--- src/rtl/reloj_pkg.sv ---
// Shared definitions for the digital-clock blocks: field widths, field limits, alarm-set states.
// Latency: n/a (types, constants and one elaboration-time helper only).
// Backpressure: n/a.
package reloj_pkg;

  localparam int HORAS_W     = 5;
  localparam int MINUTOS_W   = 7;
  localparam int MAX_HORAS   = 23;
  localparam int MAX_MINUTOS = 59;

  typedef enum logic [1:0] {
    IDLE         = 2'd0,
    EDIT_HORAS   = 2'd1,
    EDIT_MINUTOS = 2'd2
  } alarm_set_state_t;

  // Clamp an integer parameter into [lo, hi]; used at elaboration only.
  function automatic int clamp_int(input int v, input int lo, input int hi);
    if (v < lo) return lo;
    if (v > hi) return hi;
    return v;
  endfunction

endpackage

--- src/rtl/wrap_counter_step.sv ---
// Combinational +1/-1 on a bounded field, wrapping MAX->0 on increment and 0->MAX on decrement.
// Latency: 0 cycles (pure combinational).
// Backpressure: none; simultaneous inc and dec cancel and the value passes through.
module wrap_counter_step #(
  parameter int W   = 5,
  parameter int MAX = 23
) (
  input  logic [W-1:0] i_val,
  input  logic         i_inc,
  input  logic         i_dec,
  output logic [W-1:0] o_val
);

  localparam logic [W-1:0] LMAX = W'(MAX);
  localparam logic [W-1:0] ONE  = W'(1);

  // Compare against the limit first, then step, so the result never leaves 0..MAX.
  always_comb begin
    o_val = i_val;
    if (i_inc && !i_dec) begin
      o_val = (i_val >= LMAX) ? '0 : i_val + ONE;
    end else if (i_dec && !i_inc) begin
      o_val = (i_val == '0) ? LMAX : i_val - ONE;
    end
  end

endmodule

--- src/rtl/alarm_setter.sv ---
// Alarm-time programming: button edges edit shadow hour/minute, committed atomically on set; optional ALARM_AUTOREPEAT_EN.
// Latency: a button first sampled high at edge k takes effect at edge k; al_update is high the cycle after commit.
// Backpressure: none; coincident events resolve set > next > up/down, up+down cancel, inactivity timeout aborts.
module alarm_setter
  import reloj_pkg::*;
#(
  parameter int RESET_HORAS   = 6,
  parameter int RESET_MINUTOS = 0,
  parameter int TIMEOUT_TICKS = 30,
  parameter int REPEAT_DELAY  = 50_000_000,
  parameter int REPEAT_PERIOD = 12_500_000
) (
  input  logic                 clk,
  input  logic                 rst,
  input  logic                 tick_1hz,
  input  logic                 btn_set,
  input  logic                 btn_next,
  input  logic                 btn_up,
  input  logic                 btn_down,
  output logic [HORAS_W-1:0]   horasAl,
  output logic [MINUTOS_W-1:0] minutosAl,
  output logic [HORAS_W-1:0]   horas_edit,
  output logic [MINUTOS_W-1:0] minutos_edit,
  output logic                 set_mode,
  output logic                 sel_horas,
  output logic                 al_update
);

  // Parameters are clamped into legal ranges; an out-of-range value is still flagged.
  localparam int RH_C = clamp_int(RESET_HORAS, 0, MAX_HORAS);
  localparam int RM_C = clamp_int(RESET_MINUTOS, 0, MAX_MINUTOS);
  localparam int TO_C = clamp_int(TIMEOUT_TICKS, 1, 1 << 20);
  localparam int TO_W = $clog2(TO_C + 1);

  localparam logic [HORAS_W-1:0]   RH_V   = HORAS_W'(RH_C);
  localparam logic [MINUTOS_W-1:0] RM_V   = MINUTOS_W'(RM_C);
  localparam logic [TO_W-1:0]      TO_LST = TO_W'(TO_C - 1);
  localparam logic [TO_W-1:0]      TO_ONE = TO_W'(1);

  if (RH_C != RESET_HORAS) begin : g_bad_rh
    $error("alarm_setter: RESET_HORAS out of range, clamped");
  end
  if (RM_C != RESET_MINUTOS) begin : g_bad_rm
    $error("alarm_setter: RESET_MINUTOS out of range, clamped");
  end
  if (TO_C != TIMEOUT_TICKS) begin : g_bad_to
    $error("alarm_setter: TIMEOUT_TICKS out of range, clamped");
  end

  alarm_set_state_t r_state, w_state_nxt;

  logic r_prev_set, r_prev_next, r_prev_up, r_prev_down;
  logic [HORAS_W-1:0]   r_horas_al, r_horas_ed, w_horas_step;
  logic [MINUTOS_W-1:0] r_minutos_al, r_minutos_ed, w_minutos_step;
  logic [TO_W-1:0]      r_to_cnt;
  logic                 r_al_update;

  logic w_ev_set, w_ev_next, w_ev_up, w_ev_down, w_ev_any;
  logic w_editing, w_sel_h, w_step_ok, w_inc, w_dec;
  logic w_load, w_commit, w_timeout, w_to_clr;
  logic w_rep_step, w_rep_up, w_rep_dn;

  // Rising-edge detection; prev flops reset high so a button held through reset is not an event.
  always_ff @(posedge clk) begin
    if (rst) begin
      r_prev_set  <= 1'b1;
      r_prev_next <= 1'b1;
      r_prev_up   <= 1'b1;
      r_prev_down <= 1'b1;
    end else begin
      r_prev_set  <= btn_set;
      r_prev_next <= btn_next;
      r_prev_up   <= btn_up;
      r_prev_down <= btn_down;
    end
  end

  assign w_ev_set  = btn_set  & ~r_prev_set;
  assign w_ev_next = btn_next & ~r_prev_next;
  assign w_ev_up   = btn_up   & ~r_prev_up;
  assign w_ev_down = btn_down & ~r_prev_down;
  assign w_ev_any  = w_ev_set | w_ev_next | w_ev_up | w_ev_down;

  assign w_editing = (r_state != IDLE);
  assign w_sel_h   = (r_state == EDIT_HORAS);

`ifdef ALARM_AUTOREPEAT_EN
  logic [31:0] r_rep_cnt, w_rep_cnt_inc;
  logic        r_rep_act, w_hold;

  assign w_hold        = w_editing & (btn_up ^ btn_down);
  assign w_rep_cnt_inc = r_rep_cnt + 32'd1;
  assign w_rep_step    = w_hold & ~w_ev_any &
                         (r_rep_act ? (w_rep_cnt_inc == 32'(REPEAT_PERIOD))
                                    : (w_rep_cnt_inc == 32'(REPEAT_DELAY)));
  assign w_rep_up      = w_rep_step & btn_up;
  assign w_rep_dn      = w_rep_step & btn_down;

  // Repeat timer: first step after REPEAT_DELAY cycles of a lone held direction, then every REPEAT_PERIOD.
  always_ff @(posedge clk) begin
    if (rst || !w_hold || w_ev_any || w_timeout) begin
      r_rep_cnt <= '0;
      r_rep_act <= 1'b0;
    end else if (w_rep_step) begin
      r_rep_cnt <= '0;
      r_rep_act <= 1'b1;
    end else begin
      r_rep_cnt <= w_rep_cnt_inc;
    end
  end
`else
  assign w_rep_step = 1'b0;
  assign w_rep_up   = 1'b0;
  assign w_rep_dn   = 1'b0;
`endif

  // Up/down only act when no higher-priority set/next event is present in the same cycle.
  assign w_step_ok = w_editing & ~w_ev_set & ~w_ev_next;
  assign w_inc     = w_step_ok & ((w_ev_up & ~w_ev_down) | w_rep_up);
  assign w_dec     = w_step_ok & ((w_ev_down & ~w_ev_up) | w_rep_dn);

  wrap_counter_step #(.W(HORAS_W), .MAX(MAX_HORAS)) u_step_horas (
    .i_val (r_horas_ed),
    .i_inc (w_inc & w_sel_h),
    .i_dec (w_dec & w_sel_h),
    .o_val (w_horas_step)
  );

  wrap_counter_step #(.W(MINUTOS_W), .MAX(MAX_MINUTOS)) u_step_minutos (
    .i_val (r_minutos_ed),
    .i_inc (w_inc & ~w_sel_h),
    .i_dec (w_dec & ~w_sel_h),
    .o_val (w_minutos_step)
  );

  // Any event (even a suppressed one) or repeat step restarts the inactivity count.
  assign w_to_clr  = w_ev_any | w_rep_step;
  assign w_timeout = w_editing & ~w_to_clr & tick_1hz & (r_to_cnt == TO_LST);

  // Inactivity counter of tick_1hz pulses while editing.
  always_ff @(posedge clk) begin
    if (rst || !w_editing || w_to_clr || w_timeout) begin
      r_to_cnt <= '0;
    end else if (tick_1hz) begin
      r_to_cnt <= r_to_cnt + TO_ONE;
    end
  end

  // State register.
  always_ff @(posedge clk) begin
    if (rst) begin
      r_state <= IDLE;
    end else begin
      r_state <= w_state_nxt;
    end
  end

  // Next-state and control strobes.
  always_comb begin
    w_state_nxt = r_state;
    w_load      = 1'b0;
    w_commit    = 1'b0;
    case (r_state)
      IDLE: begin
        if (w_ev_set) begin
          w_load      = 1'b1;
          w_state_nxt = EDIT_HORAS;
        end
      end
      EDIT_HORAS, EDIT_MINUTOS: begin
        if (w_ev_set) begin
          w_commit    = 1'b1;
          w_state_nxt = IDLE;
        end else if (w_ev_next) begin
          w_state_nxt = (r_state == EDIT_HORAS) ? EDIT_MINUTOS : EDIT_HORAS;
        end else if (w_timeout) begin
          w_state_nxt = IDLE;
        end
      end
      default: w_state_nxt = IDLE;
    endcase
  end

  // Shadow and committed time registers; committed values move only on commit or reset.
  always_ff @(posedge clk) begin
    if (rst) begin
      r_horas_al   <= RH_V;
      r_minutos_al <= RM_V;
      r_horas_ed   <= RH_V;
      r_minutos_ed <= RM_V;
      r_al_update  <= 1'b0;
    end else begin
      r_al_update <= w_commit;
      if (w_commit) begin
        r_horas_al   <= r_horas_ed;
        r_minutos_al <= r_minutos_ed;
      end
      if (w_load) begin
        r_horas_ed   <= r_horas_al;
        r_minutos_ed <= r_minutos_al;
      end else if (w_step_ok) begin
        r_horas_ed   <= w_horas_step;
        r_minutos_ed <= w_minutos_step;
      end
    end
  end

  assign horasAl      = r_horas_al;
  assign minutosAl    = r_minutos_al;
  assign horas_edit   = r_horas_ed;
  assign minutos_edit = r_minutos_ed;
  assign set_mode     = w_editing;
  assign sel_horas    = w_sel_h;
  assign al_update    = r_al_update;

endmodule
--- config.mk ---
export PLATFORM = sky130hd
export DESIGN_NAME = alarm_setter
export DESIGN_NICKNAME = d
export VERILOG_FILES = /design/src/rtl/reloj_pkg.sv /design/src/rtl/wrap_counter_step.sv /design/src/rtl/alarm_setter.sv
export SDC_FILE = /design/constraint.sdc
export NUM_CORES = 1
export LEC_CHECK = 0
export CAP_MARGIN = 10
export CORE_MARGIN = 8
export CORE_UTILIZATION = 57
export CTS_CLUSTER_DIAMETER = 50
export DETAILED_ROUTE_END_ITERATION = 10
export PLACE_DENSITY = 0.84
export SYNTH_ARGS = -nofsm -noshare
export SYNTH_HDL_FRONTEND = slang
export SYNTH_SLANG_ARGS = --single-unit
--- constraint.sdc ---
create_clock -name clk -period 4.1 [get_ports clk]
set_input_delay 1.23 -clock clk [delete_from_list [all_inputs] [get_ports clk]]
set_output_delay 1.23 -clock clk [all_outputs]
set_load 0.005 [all_outputs]
==> results by group <==
Floorplanning
  – Die ar.: ~5900 sq um
  – Die height: 77.1 um
  – Core Box Area: 3630 sq um
  – Initial core utilization: 58.5%
  – IO Pins: 34
  – DIE WIDTH: 77.1 um
  – Rows: 22

Logic synthesis
  – Flops & latches, synth: 36
  – Post-synthesis cell count: 273
  – Synth Area in XOR/XNOR: 4.53%
  – Yosys warns: 0
  – Count of cell types in the netlist: 51
  – Compound-gate portion of the synthesized area: 18.8%
  – Post-Synth Simple-Gate Area: ~29%
  – Synth Net Count: 290
  – Mean Syn Cell Area: approximately 8 sq um
  – Post-synthesis mux area share: 2.41%
  – Main combinational cell family by area after synthesis: simple AND/OR/NAND/NOR gates
  – Area leader, netlist: dfxtp_1
  – Synth Flop Type: dfxtp_1
  – Share of the synthesized area in the top cell type: 33.9%
  – Post-synthesis async set-or-reset flop share: 0%
  – EDFF count, synth: 0
  – Mapped Area: 2130 sq um
  – Synth Area in Adders: 5.88%
  – Register area share after synthesis: 33.9%
  – Synth area leaders: dfxtp_1 34%, nand2_1 6.9%, ha_1 5.9%, nor2_1 5.3%, a21oi_1 4.9%

Pwr
  – Maximum VDD drop: 0.000195 V
  – Leak Pwr: roughly 0.00092 uW
  – Pwr Density: 329 nW/um^2
  – Final total power: approximately 840 uW

Routing
  – WL/cell: 14.5 um
  – Met2 wire len: 2360 um
  – Met3 Wirelength: 228 um
  – DR top layer: met4
  – Iter 0 DRT Violations: 79
  – Antenna Nets Post-Route: 0
  – DRT Pass-1 Iters: 4
  – M1 wire length: 2310 um
  – Vias per inst: 5.81
  – # DRC: 0
  – Final WL: 5000 um
  – Via count: 2010

Min path
  – Hold Path Class: reg -> reg

STA
  – Worst-Margin Slew: 611 ps
  – Period utilisation layout: 73.6%
  – Highest clock rate: 331 MHz
  – Minimum clock period: 3020 ps
  – Setup repair after global routing missed its margin: false
  – Hold Slack: 472 ps
  – Setup_tns: 0 ps
  – Final setup viols: 0
  – Final hold vios: 0
  – Skew final: 3.44 ps
  – Slew headroom: 59.3%
  – Final Max Slew Viols: 0

Layout
  – # nets final: between 300 and 400
  – Syn-to-layout area delta: 19.8%
  – FILL cells: 314
  – Sequential cell area: ~720 sq um
  – Layout cells sized above 1: 7.72%
  – Ant. Diodes: 0
  – Area of the multi-input gates: 1280 sq um

Global routing
  – Global-route wire length before repair: 8500 um
  – Initial antenna violation count: 0
  – All-Layer GR Usage: 17.2%
  – Overflow after GRT: 0
  – Vias in the first global route: 1922
  – Largest net degree at the start of global routing: 22

Setup path
  – Critical path class: in -> reg
  – CP Capture Type: flip-flop
  – Crit path launch type: input pin
  – CP arrival: 3210 ps
  – CP max FO: 4
  – CP required: 4290 ps

Run
  – Max Cap Violations: 0

CTS
  – Max clock buf depth: 2
  – Worst-path clk slew: approximately 70 ps
  – Post-CTS sizing: 0
  – Clock sinks: 36
  – CTS Hold Bufs: 0
  – Root Buffer: clkbuf_8
  – Post-CTS Setup Bufs: 0
  – Worst-Skew Late Latency: slightly below 300 ps
  – Num CTS Buffers: 5
  – TritonCTS clock tree: yes
  – H-tree depth: 2

Placed design
  – PortBufs: 33
  – GP Congestion: 0.922
  – HPWL after detailed placement: 3560 um

Run status
  – Status: finished, final reports clean
-- layout by cell type (no fill, tap or decap), types with 3 or more instances in the layout --
cell type,instances
ha_1,10
nor2b_1,3
o21ai_0,13
nor2_1,30
a21o_1,3
nand4_1,4
nor3_1,10
xor2_1,7
nand2_1,39
dfxtp_1,36
buf_4,3
inv_1,11
nand3_1,8
or2_2,4
a31oi_1,3
clkbuf_8,6
clkdlybuf4s50_1,33
xnor2_1,4
a21oi_1,21
mux2i_1,4
-- cells in the mapped netlist (all sizes together) (2+ instances only) --
cell / n
buf: 3
or2: 4
a211oi: 2
and2: 3
nor2: 30
and3: 2
nand2: 39
nand3: 8
nand2b: 2
a21oi: 21
xor2: 7
a311oi: 2
nor4b: 2
nor3: 11
nand3b: 2
a221oi: 3
o211ai: 2
dfxtp: 36
inv: 11
nor2b: 4
a21o: 3
a31oi: 3
nor4: 3
ha: 10
nand4: 4
clkbuf: 16
or3: 3
o31ai: 2
nand4b: 2
mux2i: 4
o21ai: 13
xnor2: 4
-- flip-flops by register name, indices dropped and copies added (netlist names) --
register and flops:
r_prev_set 1, r_prev_up 1, al_update 1, r_state 2, minutosAl 7, minutos_edit 7, r_to_cnt 5, horasAl 5
r_prev_next 1, horas_edit 5, r_prev_down 1
-- metal layers --
layer | up-vias | global-route usage, %
met4 | 0 | 8.11
met1 | 958 | 17.8
met3 | 8 | 6.18
met5 | - | 0
met2 | 46 | 30.2
li1 | 998 | -
-- critical path: stages --
cell,delay (ps)
clkdlybuf4s50_1,460
nor2b_1,300
xnor2_1,190
or3_4,410
a31oi_1,160
a211oi_1,110
a2111oi_2,360
-- worst paths after layout --
path | from | end | slack [ps] | cells after the start
worst min register to register | minutosAl[5] | minutosAl[5] | 470 | 2
worst max register to register | r_state[0] | minutos_edit[3] | 1790 | 7
worst max-delay path | btn_down | minutos_edit[3] | 1080 | 7
worst min-delay path | minutosAl[5] | minutosAl[5] | 470 | 2
-- report_power, final --
| group | total [uW] | leakage (uW) | internal (uW) | switching (uW) |
|---|---|---|---|---|
| combinational | 188 | 0.000583 | 90.5 | 97.8 |
| clock | 259 | 0.0000455 | 137 | 122 |
| sequential | 391 | 0.000293 | 365 | 25.9 |
-- kinds of logic (layout without fill, tap and decap cells) --
logic type,Yosys count,count (layout)
AO/OA/AOI/OAI,61,61
XOR/XNOR,11,11
adder cells (fa/ha/maj),10,10
buffers and inverters,30,55
flip-flops,36,36
multiplexers,5,5
AND/OR/NAND/NOR,120,120
-- per-stage QoR --
| stage | cells | setup WS [ps] | instance area, sq um | utilization [%] |
|---|---|---|---|---|
| 2_1_floorplan | 273 | 1280 | 2130 | - |
| 3_3_place_gp | 338 | 838 | 2460 | 67.7 |
| 3_5_place_dp | 338 | 788 | 2460 | 67.7 |
| 4_1_cts | 346 | 1090 | 2550 | 70.1 |
| 5_1_grt | 346 | 963 | 2550 | 70.1 |
| 6_report | 346 | 1080 | 2550 | 70.1 |
-- cell type report --
cell class | count | area share [%]
clock buffer | 8 | 3.53
inverter | 11 | 1.62
multi-input combinational | 207 | 50.4
sequential | 36 | 28.3
tap | 48 | 2.36
timing repair buffer | 36 | 13.8
Note: power is estimated with default switching activity, not from simulation.
==> variant (same flow settings) <==
The 3 states of `alarm_set_state_t` get a one-hot encoding in 3 bits.
--- a/src/rtl/reloj_pkg.sv
+++ b/src/rtl/reloj_pkg.sv
@@ -10,6 +10,6 @@
 
-  typedef enum logic [1:0] {
-    IDLE         = 2'd0,
-    EDIT_HORAS   = 2'd1,
-    EDIT_MINUTOS = 2'd2
+  typedef enum logic [2:0] {
+    IDLE         = 3'b001,
+    EDIT_HORAS   = 3'b010,
+    EDIT_MINUTOS = 3'b100
   } alarm_set_state_t;
Function: no difference found for any inputs over 10 cycles, from zero or initial values and one cycle with rst high; not proved beyond that.
==> variant against the original RTL <==
Synthesized cell count fell by 1.5%. Sequential cell count rose by 1. Wire length rose by 1.8%. Synthesized area rose by 2.5%. Critical path depth did not move. Sequential share of layout area rose by 0.14 points. Final area rose by 2.3%. Total power fell by 10%. Global-route usage fell by 0.17 points. Setup slack got worse by 0.045 ns. Via count rose by 2.1%. Core utilization rose by 1.0 points. Register-to-register slack got worse by 0.05 ns. Critical path type unchanged. Critical endpoint unchanged.
==> variant: results (changes against the original RTL) <==
met2 demand-to-capacity share in global routing = 28.57% (-1.7 points)
number of warning messages in the yosys log = 0 (unchanged)
Max Fanout on Critical Path = 12 (+8)
result of the run = complete, no violations
Mapped Avg Cell Area = 8.103 um2 (+4.0%)
met3 Track Usage GR = 5.530% (-0.65 points)
routed wirelength normalized by instance count = 14.81 um (+2.4%)
ratio of cells with drive above 1 in the final layout = 7.095% (-0.62 points)
final weighted congestion in routability-driven placement = 0.8948 (-3.0%)
top cells by instance count after synthesis = 41 x nor2_1, 37 x dfxtp_1, 20 x o21ai_0, 13 x inv_1
net switching fraction of the power = 24.98% (-4.3 points)
Yosys cell types = 54 (+5.9%)
Worst Skew = 0.006252 ns (+0.002814 ns)
instance count along the most critical hold path = 2 (unchanged)
number of cells in the finished layout apart from fillers = 344 (-0.58%)
largest incremental delay on the critical path = 0.48 ns (+0.02 ns)
wire length the detailed router placed on met1 = 2278 um (-1.2%)
number of diodes = 0 (unchanged)
Num CTS Buffers = 5 (unchanged)
cell area power density = 289.1 nW/um2 (-12%)
largest delay contributor family on the critical path = simple AND/OR/NAND/NOR gates
post-placement setup slack = 0.7482 ns (-0.03970 ns)
vias per std cell = 5.965 (+2.7%)
worst min path class = flip-flop to flip-flop
worst vdd ir = 0.0002564 V (+31%)
number of buffers between clock root and the deepest sink = 2 (unchanged)
Gates resized, CTS repair = 0 (unchanged)
highest metal layer used by the detailed router = met4
number of global-route vias before repair = 1937 (+0.78%)
Data arrival, critical path = 3.26 ns (+0.05 ns)
post-synth net total = 283 (-2.4%)
cell types occupying the most area after synthesis = dfxtp_1 34%, nor2_1 7.1%, o21ai_0 4.6%, ha_1 4.0%, mux2i_1 3.7%
nets@finish = 309 (-1.6%)
register area share after synthesis = 33.98% (+0.10 points)
clock slew seen by the registers of the worst setup and hold paths = 0.07 ns (about the same)
post-place instance area = 2505 um2 (+1.9%)
slew of the pin with the lowest slew margin = 0.8078 ns (+0.1971 ns)
slowest CP cell = clkdlybuf4s50_1
part of the power in the clock network = 36.6% (+5.7 points)
wire length of the first global-routing pass = 8645 um (+1.7%)
met1 usage in global routing = 19.91% (+2.2 points)
post-DP HPWL = 3597 um (+1.1%)
maximum level of the CTS H-tree = 2 (unchanged)
worst reg2reg path depth = 5 (-2)
met2 wire length = 2447 um (+3.5%)
Post-CTS Setup Repair Bufs = 0 (unchanged)
pin count of the biggest net entering global routing = 20 (-9.1%)
drt first-iter violations = 151 (+91%)
number of optimization iterations in the first detailed-route pass = 5 (+1)
Met3 Wirelength = 307 um (+35%)
total routing resource utilization after global routing = 17.03% (-0.17 points)
Sequential Power Share = 50.5% (+3.9 points)
Lkg Pwr = 0.0009750 uW (+5.8%)
number of antenna violations at the first check in global routing = 0 (unchanged)
## variant: cell count changes in the layout (fill, tap and decap cells not counted), sizes merged, moves of 3 or more
cell,change
mux2i,+4
nand2b,+3
a21oi,-10
ha,-3
nor2,+11
o21ai,+7
a211oi,+3
nand2,-29
a22oi,+3
## variant: area by class of cell
cell class / instances / area (um2)
clock buffers: 7 / 96.34
repair buffers: 35 / 345.3
inverters: 13 / 48.80
multi-input cells: 203 / 1310
clock inverters: 1 / 5.005
fillers: 297 / 1055
flip-flops and latches: 37 / 740.7
well taps: 48 / 60.06
## variant: path summary, 6_finish.rpt
kind,from,endpoint,slack [ns]
max,btn_up,minutos_edit[3],1.04
min,horasAl[1],horasAl[1],0.51
max reg2reg,r_state[0],horas_edit[4],1.74
min reg2reg,horasAl[1],horasAl[1],0.51
## variant: kinds of logic after synthesis
kind of cell	synth area share, %
mux	4.363
compound gates	20.32
buf+inv	5.913
flops	33.98
xor+xnor	4.018
simple gates	27.38
fa+ha+maj	4.018
